## config.mk

```make
export PLATFORM = sky130hd
export DESIGN_NAME = dual_freq_counter
export DESIGN_NICKNAME = d
export VERILOG_FILES = /design/src/rtl/dfc_pkg.sv /design/src/rtl/dfc_edge_sync.sv /design/src/rtl/dual_freq_counter.sv
export SDC_FILE = /design/constraint.sdc
export NUM_CORES = 1
export LEC_CHECK = 0
export CAP_MARGIN = 20
export CORE_MARGIN = 3
export CORE_UTILIZATION = 38
export CTS_CLUSTER_DIAMETER = 40
export DETAILED_ROUTE_END_ITERATION = 12
export DONT_BUFFER_PORTS = 1
export REMOVE_ABC_BUFFERS = 1
export SLEW_MARGIN = 20
export SYNTH_ARGS = -nofsm -noshare
export SYNTH_HDL_FRONTEND = slang
export SYNTH_HIERARCHICAL = 1
export SYNTH_SLANG_ARGS = --single-unit
```

## constraint.sdc

```tcl
create_clock -name clk -period 2.4 [get_ports clk]
set_clock_uncertainty 0.2 [all_clocks]
set_input_delay 0.48 -clock clk [delete_from_list [all_inputs] [get_ports clk]]
set_output_delay 0.48 -clock clk [all_outputs]
set_load 0.02 [all_outputs]
```

## src/rtl/dfc_pkg.sv

```systemverilog
// Shared types for the dual-channel frequency counter: FSM states and
// readout byte-select encodings.
package dfc_pkg;

    typedef enum logic [1:0] {
        ST_IDLE    = 2'd0,
        ST_MEASURE = 2'd1,
        ST_DONE    = 2'd2
    } state_e;

    localparam logic [1:0] SEL_A_LO = 2'b00;
    localparam logic [1:0] SEL_A_HI = 2'b01;
    localparam logic [1:0] SEL_B_LO = 2'b10;
    localparam logic [1:0] SEL_B_HI = 2'b11;

endpackage

```

## src/rtl/dfc_edge_sync.sv

```systemverilog
// Two-flop synchronizer plus history flop for an asynchronous oscillator input;
// emits a one-cycle pulse for each rising edge seen in the clk domain.
module dfc_edge_sync (
    input  logic clk,
    input  logic rst_n,
    input  logic osc_i,
    output logic pulse_o
);

    logic sync1_q;
    logic sync2_q;
    logic hist_q;

    // NOTE: non-blocking assignments make the three flops a true shift chain;
    // blocking ones would collapse it into a single stage.
    always_ff @(posedge clk) begin
        if (!rst_n) begin
            sync1_q <= 1'b0;
            sync2_q <= 1'b0;
            hist_q  <= 1'b0;
        end else begin
            sync1_q <= osc_i;
            sync2_q <= sync1_q;
            hist_q  <= sync2_q;
        end
    end

    assign pulse_o = sync2_q & ~hist_q;

endmodule

```

## src/rtl/dual_freq_counter.sv

```systemverilog
// Dual-channel gated frequency counter. Define DFC_CONTINUOUS_EN for
// back-to-back windows; the default build measures one window per ena assertion.
module dual_freq_counter
    import dfc_pkg::*;
#(
    parameter int CNT_W     = 16,
    parameter int GATE_LOG2 = 16
) (
    input  logic       clk,
    input  logic       rst_n,
    input  logic       ena,
    input  logic       osc_a,
    input  logic       osc_b,
    input  logic [1:0] byte_sel,
    output logic [7:0] dout,
    output logic       valid,
    output logic       ovf_a,
    output logic       ovf_b
);

    localparam logic [CNT_W-1:0] CNT_MAX = '1;

    state_e                 state_q;
    logic [GATE_LOG2-1:0]   gate_q;
    logic [CNT_W-1:0]       cnt_a_q, cnt_b_q;
    logic                   sat_a_q, sat_b_q;
    logic [CNT_W-1:0]       res_a_q, res_b_q;
    logic                   ovf_a_q, ovf_b_q;
    logic                   valid_q;

    logic                   pulse_a, pulse_b;
    logic [CNT_W-1:0]       cnt_a_d, cnt_b_d;
    logic                   sat_a_d, sat_b_d;
    logic                   term_d;

    dfc_edge_sync u_sync_a (.clk(clk), .rst_n(rst_n), .osc_i(osc_a), .pulse_o(pulse_a));
    dfc_edge_sync u_sync_b (.clk(clk), .rst_n(rst_n), .osc_i(osc_b), .pulse_o(pulse_b));

    // Saturating count including this cycle's pulse; an edge arriving at full
    // scale is recorded as overflow instead of wrapping.
    assign cnt_a_d = (pulse_a && cnt_a_q != CNT_MAX) ? cnt_a_q + CNT_W'(1) : cnt_a_q;
    assign cnt_b_d = (pulse_b && cnt_b_q != CNT_MAX) ? cnt_b_q + CNT_W'(1) : cnt_b_q;
    assign sat_a_d = sat_a_q | (pulse_a & (cnt_a_q == CNT_MAX));
    assign sat_b_d = sat_b_q | (pulse_b & (cnt_b_q == CNT_MAX));
    assign term_d  = (gate_q == '1);

    always_ff @(posedge clk) begin
        if (!rst_n) begin
            state_q <= ST_IDLE;
            gate_q  <= '0;
            cnt_a_q <= '0;
            cnt_b_q <= '0;
            sat_a_q <= 1'b0;
            sat_b_q <= 1'b0;
            res_a_q <= '0;
            res_b_q <= '0;
            ovf_a_q <= 1'b0;
            ovf_b_q <= 1'b0;
            valid_q <= 1'b0;
        end else begin
            valid_q <= 1'b0;
            case (state_q)
                ST_IDLE: begin
                    gate_q  <= '0;
                    cnt_a_q <= '0;
                    cnt_b_q <= '0;
                    sat_a_q <= 1'b0;
                    sat_b_q <= 1'b0;
                    if (ena) state_q <= ST_MEASURE;
                end
                ST_MEASURE: begin
                    if (!ena || term_d) begin
                        gate_q  <= '0;
                        cnt_a_q <= '0;
                        cnt_b_q <= '0;
                        sat_a_q <= 1'b0;
                        sat_b_q <= 1'b0;
                    end else begin
                        gate_q  <= gate_q + GATE_LOG2'(1);
                        cnt_a_q <= cnt_a_d;
                        cnt_b_q <= cnt_b_d;
                        sat_a_q <= sat_a_d;
                        sat_b_q <= sat_b_d;
                    end
                    if (!ena) begin
                        state_q <= ST_IDLE;
                    end else if (term_d) begin
                        res_a_q <= cnt_a_d;
                        res_b_q <= cnt_b_d;
                        ovf_a_q <= sat_a_d;
                        ovf_b_q <= sat_b_d;
                        valid_q <= 1'b1;
`ifdef DFC_CONTINUOUS_EN
                        state_q <= ST_MEASURE;
`else
                        state_q <= ST_DONE;
`endif
                    end
                end
                ST_DONE: begin
                    if (!ena) state_q <= ST_IDLE;
                end
                default: state_q <= ST_IDLE;
            endcase
        end
    end

    logic [15:0] res_a_ext, res_b_ext;
    assign res_a_ext = 16'(res_a_q);
    assign res_b_ext = 16'(res_b_q);

    // NOTE: assigning dout before the case keeps this purely combinational
    // even if an encoding is ever left out.
    always_comb begin
        dout = 8'h00;
        case (byte_sel)
            SEL_A_LO: dout = res_a_ext[7:0];
            SEL_A_HI: dout = res_a_ext[15:8];
            SEL_B_LO: dout = res_b_ext[7:0];
            SEL_B_HI: dout = res_b_ext[15:8];
            default:  dout = 8'h00;
        endcase
    end

    assign valid = valid_q;
    assign ovf_a = ovf_a_q;
    assign ovf_b = ovf_b_q;

endmodule
```

==> results of run 1 <==
==> path summary, 6_finish.rpt <==
path         slack (ps)               end        startpoint  depth (start not counted)
min                  70  u_sync_a/sync1_q             osc_a                          1
min reg2reg         230  u_sync_a/sync2_q  u_sync_a/sync1_q                          1
max                 220        gate_q[13]         gate_q[7]                          6
max reg2reg         220        gate_q[13]         gate_q[7]                          6
==> stage by stage <==
| stage | setup TNS, ps | setup WS, ps | instances |
|---|---|---|---|
| after floorplan | -31420 | -780 | 524 |
| after global placement | 0 | 156 | 691 |
| after detailed placement | 0 | 99.2 | 691 |
| after CTS | 0 | 58.7 | 707 |
| after global routing | 0 | 26.6 | 708 |
| final | 0 | 222 | 708 |
==> power breakdown <==
part / switching [mW] / internal (mW)
clock: 0.585 / 0.971
combinational: 0.0353 / 0.0268
sequential: 0.00314 / 1.55
==> repair_timing <==
action                     in CTS  in global routing
setup endpoints to repair       0                  4
gates resized for setup         0                  2
buffers inserted                0                  1
==> cell usage in the layout (no fill, tap or decap), drive strengths merged, types with 3 or more instances in the layout <==
cell    Yosys  final
a21o        5      5
or3        14     14
a31oi      17     17
mux4        8      8
xor2        3      3
and3       10     10
and2       11     11
nand4      16     16
o211ai      4      4
and4        6      6
buf        18     25
ha          3      3
mux2i       3      3
nor2       36     36
a211oi     17     17
a311oi      4      4
clkbuf     20     13
o31ai       3      3
a41oi       3      3
nand2b      6      6
nor3       18     18
dfxtp      93     93
nand3      33     33
nand2      45     45
a21oi      43     43
inv        19     19
o21ai      59     59
xnor2      15     15
==> registers in the layout (all words and copies together), names as in the netlist, 2 cells and up <==
register,cells
cnt_a_q,16
cnt_b_q,16
gate_q,16
res_a_ext,16
res_b_ext,16
state_q,2
==> worst reg2reg max path: cells and delay by family, from the launching register on <==
kind                   cells  cell delay, ps
DFF                        1             430
buffers and inverters      1             240
AOI/OAI and AO/OA          2             360
and+or+nand+nor            3             850
==> cells by family after synthesis <==
family / Yosys count / synth area share
XOR/XNOR: 18 / 0.0337
AO/OA/AOI/OAI: 174 / 0.229
flip-flops: 93 / 0.398
multiplexers: 12 / 0.0473
adder cells (fa/ha/maj): 3 / 0.00802
buffers and inverters: 57 / 0.0532
AND/OR/NAND/NOR: 205 / 0.231
==> final cells by class <==
| class | count | share of cell area |
|---|---|---|
| clock buffers | 13 | 0.0496 |
| clock inverters | 3 | 0.0129 |
| inverters | 19 | 0.0136 |
| multi-input cells | 412 | 0.492 |
| flip-flops and latches | 93 | 0.355 |
| well taps | 143 | 0.0341 |
| repair buffers | 25 | 0.0429 |
==> routing by layer <==
layer  GRT usage  wire (um)
met4      0.0833        327
met3      0.0314        335
met5           0          0
met2       0.287       5430
met1       0.239       5610
==> implementation parameters, run 1 <==
Parameter                              Value

Detailed routing
  Router iterations before antenna repair    4
  Detailed-route wire length per cell    16.5 um
  Post-Route WL    approximately 12000 um
  Number of DRC violations after detailed-routing iteration 0    280
  Number of design rule violations left after detail routing    0
  Via density    between 5 and 6
  Vias after detailed routing    slightly above 4000
  Number of nets still failing antenna checks after routing    0

Logic synthesis
  Avg Synthesized Cell Area    around 8.3 sq um
  Leading post-synthesis cells by cell area    sky130_fd_sc_hd__dfxtp_1 (40%), sky130_fd_sc_hd__o21ai_0 (6.0%), sky130_fd_sc_hd__a21oi_1 (4.6%)
  Number of cells produced by synthesis    roughly 560
  Count of synthesis-stage warnings from yosys    6
  Number of synthesized flops with an enable pin    0
  Number of distinct standard cells referenced by the synthesized netlist    60
  Async set-reset flop share out of synthesis    0
  Library cell with the largest summed area after synthesis    sky130_fd_sc_hd__dfxtp_1
  Count leader, synth    sky130_fd_sc_hd__dfxtp_1
  Fraction of synthesized cell area taken by the top area cell type    0.398
  Summed instance area of the synthesized netlist    0.00468 sq mm
  Ranking of synthesized cells by instance count    sky130_fd_sc_hd__dfxtp_1 (93), sky130_fd_sc_hd__o21ai_0 (56), sky130_fd_sc_hd__nand2_1 (45)
  Fraction of the yosys area taken by sequential cells    0.398
  Seq cells post-synth    93
  Predominant post-synthesis flop cell    sky130_fd_sc_hd__dfxtp_1

Min path
  Hold crit path type    in -> reg

STA
  Fin. max-slew vios    0
  Final period util    0.908
  Maximum clock rate    459 MHz
  Min Hold Slack    about 65 ps
  Total count of hold-check failures in the final report    0
  Setup Viol. Count Final    0
  Minimum period implied by the final worst setup slack    2180 ps
  Worst slew margin    0.469
  RSZ-0062 raised after global routing    no
  Worst-Margin Slew    797 ps

Placed design
  Number of buffers added on ports    0
  Placement Cell Area    ~0.0049 sq mm
  RePlAce Congestion    0.892
  Half-perimeter wire length of the detailed placement result    about 8400 um

Die
  Die area    0.0137 sq mm
  Die Y    117 um
  Site row count    39
  Count of pins on the block boundary    18
  Area of the core    0.0117 sq mm
  Starting density of the core    0.400
  Die boundary width    between 100 and 150 um

Clock network
  Hold Buf Count CTS    0
  Maximum level of the CTS H-tree    3
  Clock tree from TritonCTS    yes
  Buffers from clock root to sink, at most    2
  Count of clock tree sinks    93
  TritonCTS buffer count    9
  Clock-pin slew of the registers on the worst-case setup and hold paths    approximately 60 ps
  Clock root buffer    sky130_fd_sc_hd__clkbuf_16
  Later-pin clock latency in the skew report    approximately 340 ps

Setup path
  Number of buffer and inverter stages on the critical path    1
  Slowest cell on the critical path    sky130_fd_sc_hd__nor4_4
  Dominant delay contributor by cell family on the critical path    simple AND/OR/NAND/NOR gates
  Class of the most critical setup path    reg -> reg
  Worst Setup End Kind    flop
  Highest cell delay on the worst timing path    roughly 440 ps
  Nature of the critical path startpoint    flop
  Worst path arrival time    about 2200 ps
  Worst path cell trace    nand4_2 -> nor4_4 -> buf_4 -> nand2b_1 -> a21oi_1 -> o311a_1
  Crit path required time    roughly 2400 ps
  Crit-path max FO    9

Global route
  Largest net degree at the start of global routing    46
  Number of antenna violations at the first check in global routing    0
  Global router's overall resource usage    0.181
  Aggregate global routing overflow    0
  Global-route wire length before repair    between 15000 and 20000 um
  Via count of the first global-routing pass    between 3000 and 4000

Cells and area
  Storage element area    0.00186 sq mm
  Fin nets    570
  Area occupied by multi-input gates    about 0.0026 sq mm
  Layout overhead on the synthesized area    12.2%
  Fillers    between 1000 and 1500
  Diodes inserted    0
  Share of the core filled with cells    0.448
  Layout cells sized above 1    0.104
  Final std cell area, no fill    0.00525 sq mm

Pwr
  Static leakage    about 1.7 nW
  Power density over the cells    about 600 mW/mm^2
  Design Power    about 3.2 mW
  Worst-case vdd ir drop    ~0.31 mV

Outcome
  Run status    finished, final reports clean

Flow run
  Max-cap violation count    0
Note: power is estimated with default switching activity, not from simulation.
==> run 2: changes to the inputs <==
--- a/config.mk
+++ b/config.mk
@@ -9,8 +9,10 @@
 export CORE_MARGIN = 3
 export CORE_UTILIZATION = 38
 export CTS_CLUSTER_DIAMETER = 40
+export CTS_CLUSTER_SIZE = 24
 export DETAILED_ROUTE_END_ITERATION = 12
 export DONT_BUFFER_PORTS = 1
+export GPL_TIMING_DRIVEN = 0
 export REMOVE_ABC_BUFFERS = 1
 export SLEW_MARGIN = 20
 export SYNTH_ARGS = -nofsm -noshare
==> implementation parameters, run 2 (synthesized netlist as in run 1, its figures left out) <==
Parameter                              Value

Die
  Die boundary width    117 um (unchanged)
  Die Y    117 um (unchanged)
  Starting density of the core    0.400 (unchanged)
  Site row count    39 (unchanged)
  Die area    0.0137 sq mm (unchanged)
  Count of pins on the block boundary    18 (unchanged)
  Area of the core    0.0117 sq mm (unchanged)

Min path
  Hold crit path type    in -> reg (unchanged)
  Instance count along the most critical hold path    1 (unchanged)
  Hold Path Origin    rst_n (was osc_a)

STA
  Maximum clock rate    443 MHz (was 459 MHz)
  Worst slew margin    0.507 (was 0.469)
  Total count of hold-check failures in the final report    0 (unchanged)
  Fin. max-slew vios    0 (unchanged)
  TNS Setup    0 ps (unchanged)
  Minimum period implied by the final worst setup slack    2260 ps (was 2180 ps)
  Min Hold Slack    54.7 ps (was 65.5 ps)
  Final period util    0.940 (was 0.908)
  Setup Viol. Count Final    0 (unchanged)
  Worst-Margin Slew    738 ps (was 797 ps)

Cells and area
  Layout overhead on the synthesized area    13.0% (was 12.2%)
  Fin nets    560 (was 570)
  Layout cells sized above 1    0.121 (was 0.104)
  Final std cell area, no fill    0.00529 sq mm (was 0.00525 sq mm)
  Share of the core filled with cells    0.452 (was 0.448)
  Most common cell after layout, fill and taps aside    sky130_fd_sc_hd__dfxtp_1 (unchanged)
  Commonest cells after routing, fill and taps aside    sky130_fd_sc_hd__dfxtp_1 (90), sky130_fd_sc_hd__o21ai_0 (56), sky130_fd_sc_hd__a21oi_1 (43), sky130_fd_sc_hd__nand2_1 (43) (was sky130_fd_sc_hd__dfxtp_1 (92), sky130_fd_sc_hd__o21ai_0 (56), sky130_fd_sc_hd__nand2_1 (45))
  Diodes inserted    0 (unchanged)
  Fillers    1134 (was 1199)

Clock network
  TritonCTS buffer count    9 (unchanged)
  Count of clock tree sinks    93 (unchanged)
  Buffers from clock root to sink, at most    2 (unchanged)
  Maximum level of the CTS H-tree    3 (unchanged)
  Later-pin clock latency in the skew report    340 ps (about the same)
  Clock-pin slew of the registers on the worst-case setup and hold paths    70 ps (was 60 ps)
  Clock tree from TritonCTS    yes (unchanged)
  Clock root buffer    sky130_fd_sc_hd__clkbuf_16 (unchanged)
  Hold Buf Count CTS    0 (unchanged)

Pwr
  Design Power    3.04 mW (was 3.17 mW)
  Worst-case vdd ir drop    0.291 mV (was 0.310 mV)
  Static leakage    1.70 nW (was 1.71 nW)
  Power density over the cells    574 mW/mm^2 (was 603 mW/mm^2)

Setup path
  Startpoint of the most critical setup path    cnt_a_q[0] (was gate_q[7])
  Crit-path max FO    7 (was 9)
  Startpoint of the worst register-to-register path    cnt_a_q[0] (was gate_q[7])
  Class of the most critical setup path    reg -> reg (unchanged)
  Slowest cell on the critical path    sky130_fd_sc_hd__a311oi_2 (was sky130_fd_sc_hd__nor4_4)
  Reg2Reg Depth    6 (unchanged)
  Worst Setup End Kind    flop (unchanged)
  Most frequent CP cell    sky130_fd_sc_hd__o21ai_0
  Worst path arrival time    2260 ps (was 2200 ps)
  Crit path required time    2410 ps (was 2430 ps)
  Nature of the critical path startpoint    flop (unchanged)
  Worst path cell trace    ha_1 -> nand4_1 -> a311oi_2 -> nor3_1 -> o21ai_0 -> o21ai_0 (was nand4_2 -> nor4_4 -> buf_4 -> nand2b_1 -> a21oi_1 -> o311a_1)
  Highest cell delay on the worst timing path    460 ps (was 440 ps)

Global route
  Number of antenna violations at the first check in global routing    0 (unchanged)
  Largest net degree at the start of global routing    32 (was 46)
  Global-route wire length before repair    20200 um (was 19300 um)
  Via count of the first global-routing pass    4062 (was 3829)
  Global router's overall resource usage    0.188 (was 0.181)
  Aggregate global routing overflow    0 (unchanged)

Placed design
  Number of buffers added on ports    0 (unchanged)
  Half-perimeter wire length of the detailed placement result    7970 um (was 8390 um)
  Placement Cell Area    0.00474 sq mm (was 0.00491 sq mm)
  RePlAce Congestion    0.886 (was 0.892)

Detailed routing
  Number of DRC violations after detailed-routing iteration 0    203 (was 280)
  Number of design rule violations left after detail routing    0 (unchanged)
  Vias after detailed routing    4169 (was 4084)
  Post-Route WL    12500 um (was 11700 um)
  Detailed-route wire length per cell    18.0 um (was 16.5 um)
  Via density    5.97 (was 5.77)
  Router iterations before antenna repair    5 (was 4)
  Number of nets still failing antenna checks after routing    0 (unchanged)

Flow run
  Max-cap violation count    0 (unchanged)

Outcome
  Run status    finished, final reports clean (unchanged)
## run 2: cell types whose count changed in the layout (fill, tap and decap cells not counted), sizes merged
cell    previous run  this run
buf               25        12
bufbuf             0         1
bufinv             2         1
clkbuf            13        12
clkinv             0         2
nor2              36        37
or2                1         2
## run 2: final cells by class
| class | instances | area, sq um | area share |
|---|---|---|---|
| clock buffer | 12 | 246 | 0.0466 |
| clock inverter | 4 | 47.5 | 0.00898 |
| inverter | 19 | 71.3 | 0.0135 |
| multi-input combinational | 414 | 2700 | 0.510 |
| sequential | 93 | 1870 | 0.352 |
| tap | 143 | 179 | 0.0338 |
| timing repair buffer | 13 | 184 | 0.0348 |
## run 2: per-layer routing
| metal | routed length (um) | global-route usage | up-vias |
|---|---|---|---|
| li1 | - | - | 2055 |
| met1 | 5440 | 0.228 | 1978 |
| met4 | 425 | 0.0841 | 0 |
| met5 | 0 | 0 | - |
| met3 | 659 | 0.0432 | 29 |
| met2 | 6020 | 0.317 | 107 |
## run 2: through the flow
step	std cells	worst slack (ps)
final	698	143
after global routing	698	-28.4
after CTS	694	-52.1
after detailed placement	669	-789
after global placement	667	-1990
after floorplan	524	-780
## run 2: where the power goes
part	leakage, nW	switching [mW]	internal, mW	total (mW)
Sequential	0.752	0.00344	1.55	1.55
Clock	0.143	0.588	0.833	1.42
Combinational	0.804	0.0376	0.0266	0.0641
Total	1.70	0.629	2.41	3.04
## run 2: worst max-delay path: cells and delay by family (launching register included)
| kind | cells | cell delay, ps |
|---|---|---|
| AND/OR/NAND/NOR | 2 | 420 |
| adder cells (fa/ha/maj) | 1 | 320 |
| flip-flops | 1 | 400 |
| AO/OA/AOI/OAI | 3 | 780 |
## run 2: timing repair
| action | in CTS | in global routing |
|---|---|---|
| pin swaps | 2 | 5 |
| gates resized for setup | 11 | 17 |
| setup buffers | 7 | 3 |
| gates cloned | 2 | 1 |
| setup endpoints to repair | 83 | 64 |
## run 2: final timing paths
path | to | slack [ps]
min | u_sync_a/sync1_q | 50
min reg2reg | u_sync_b/sync2_q | 240
max reg2reg | cnt_a_q[6] | 140
max | cnt_a_q[6] | 140
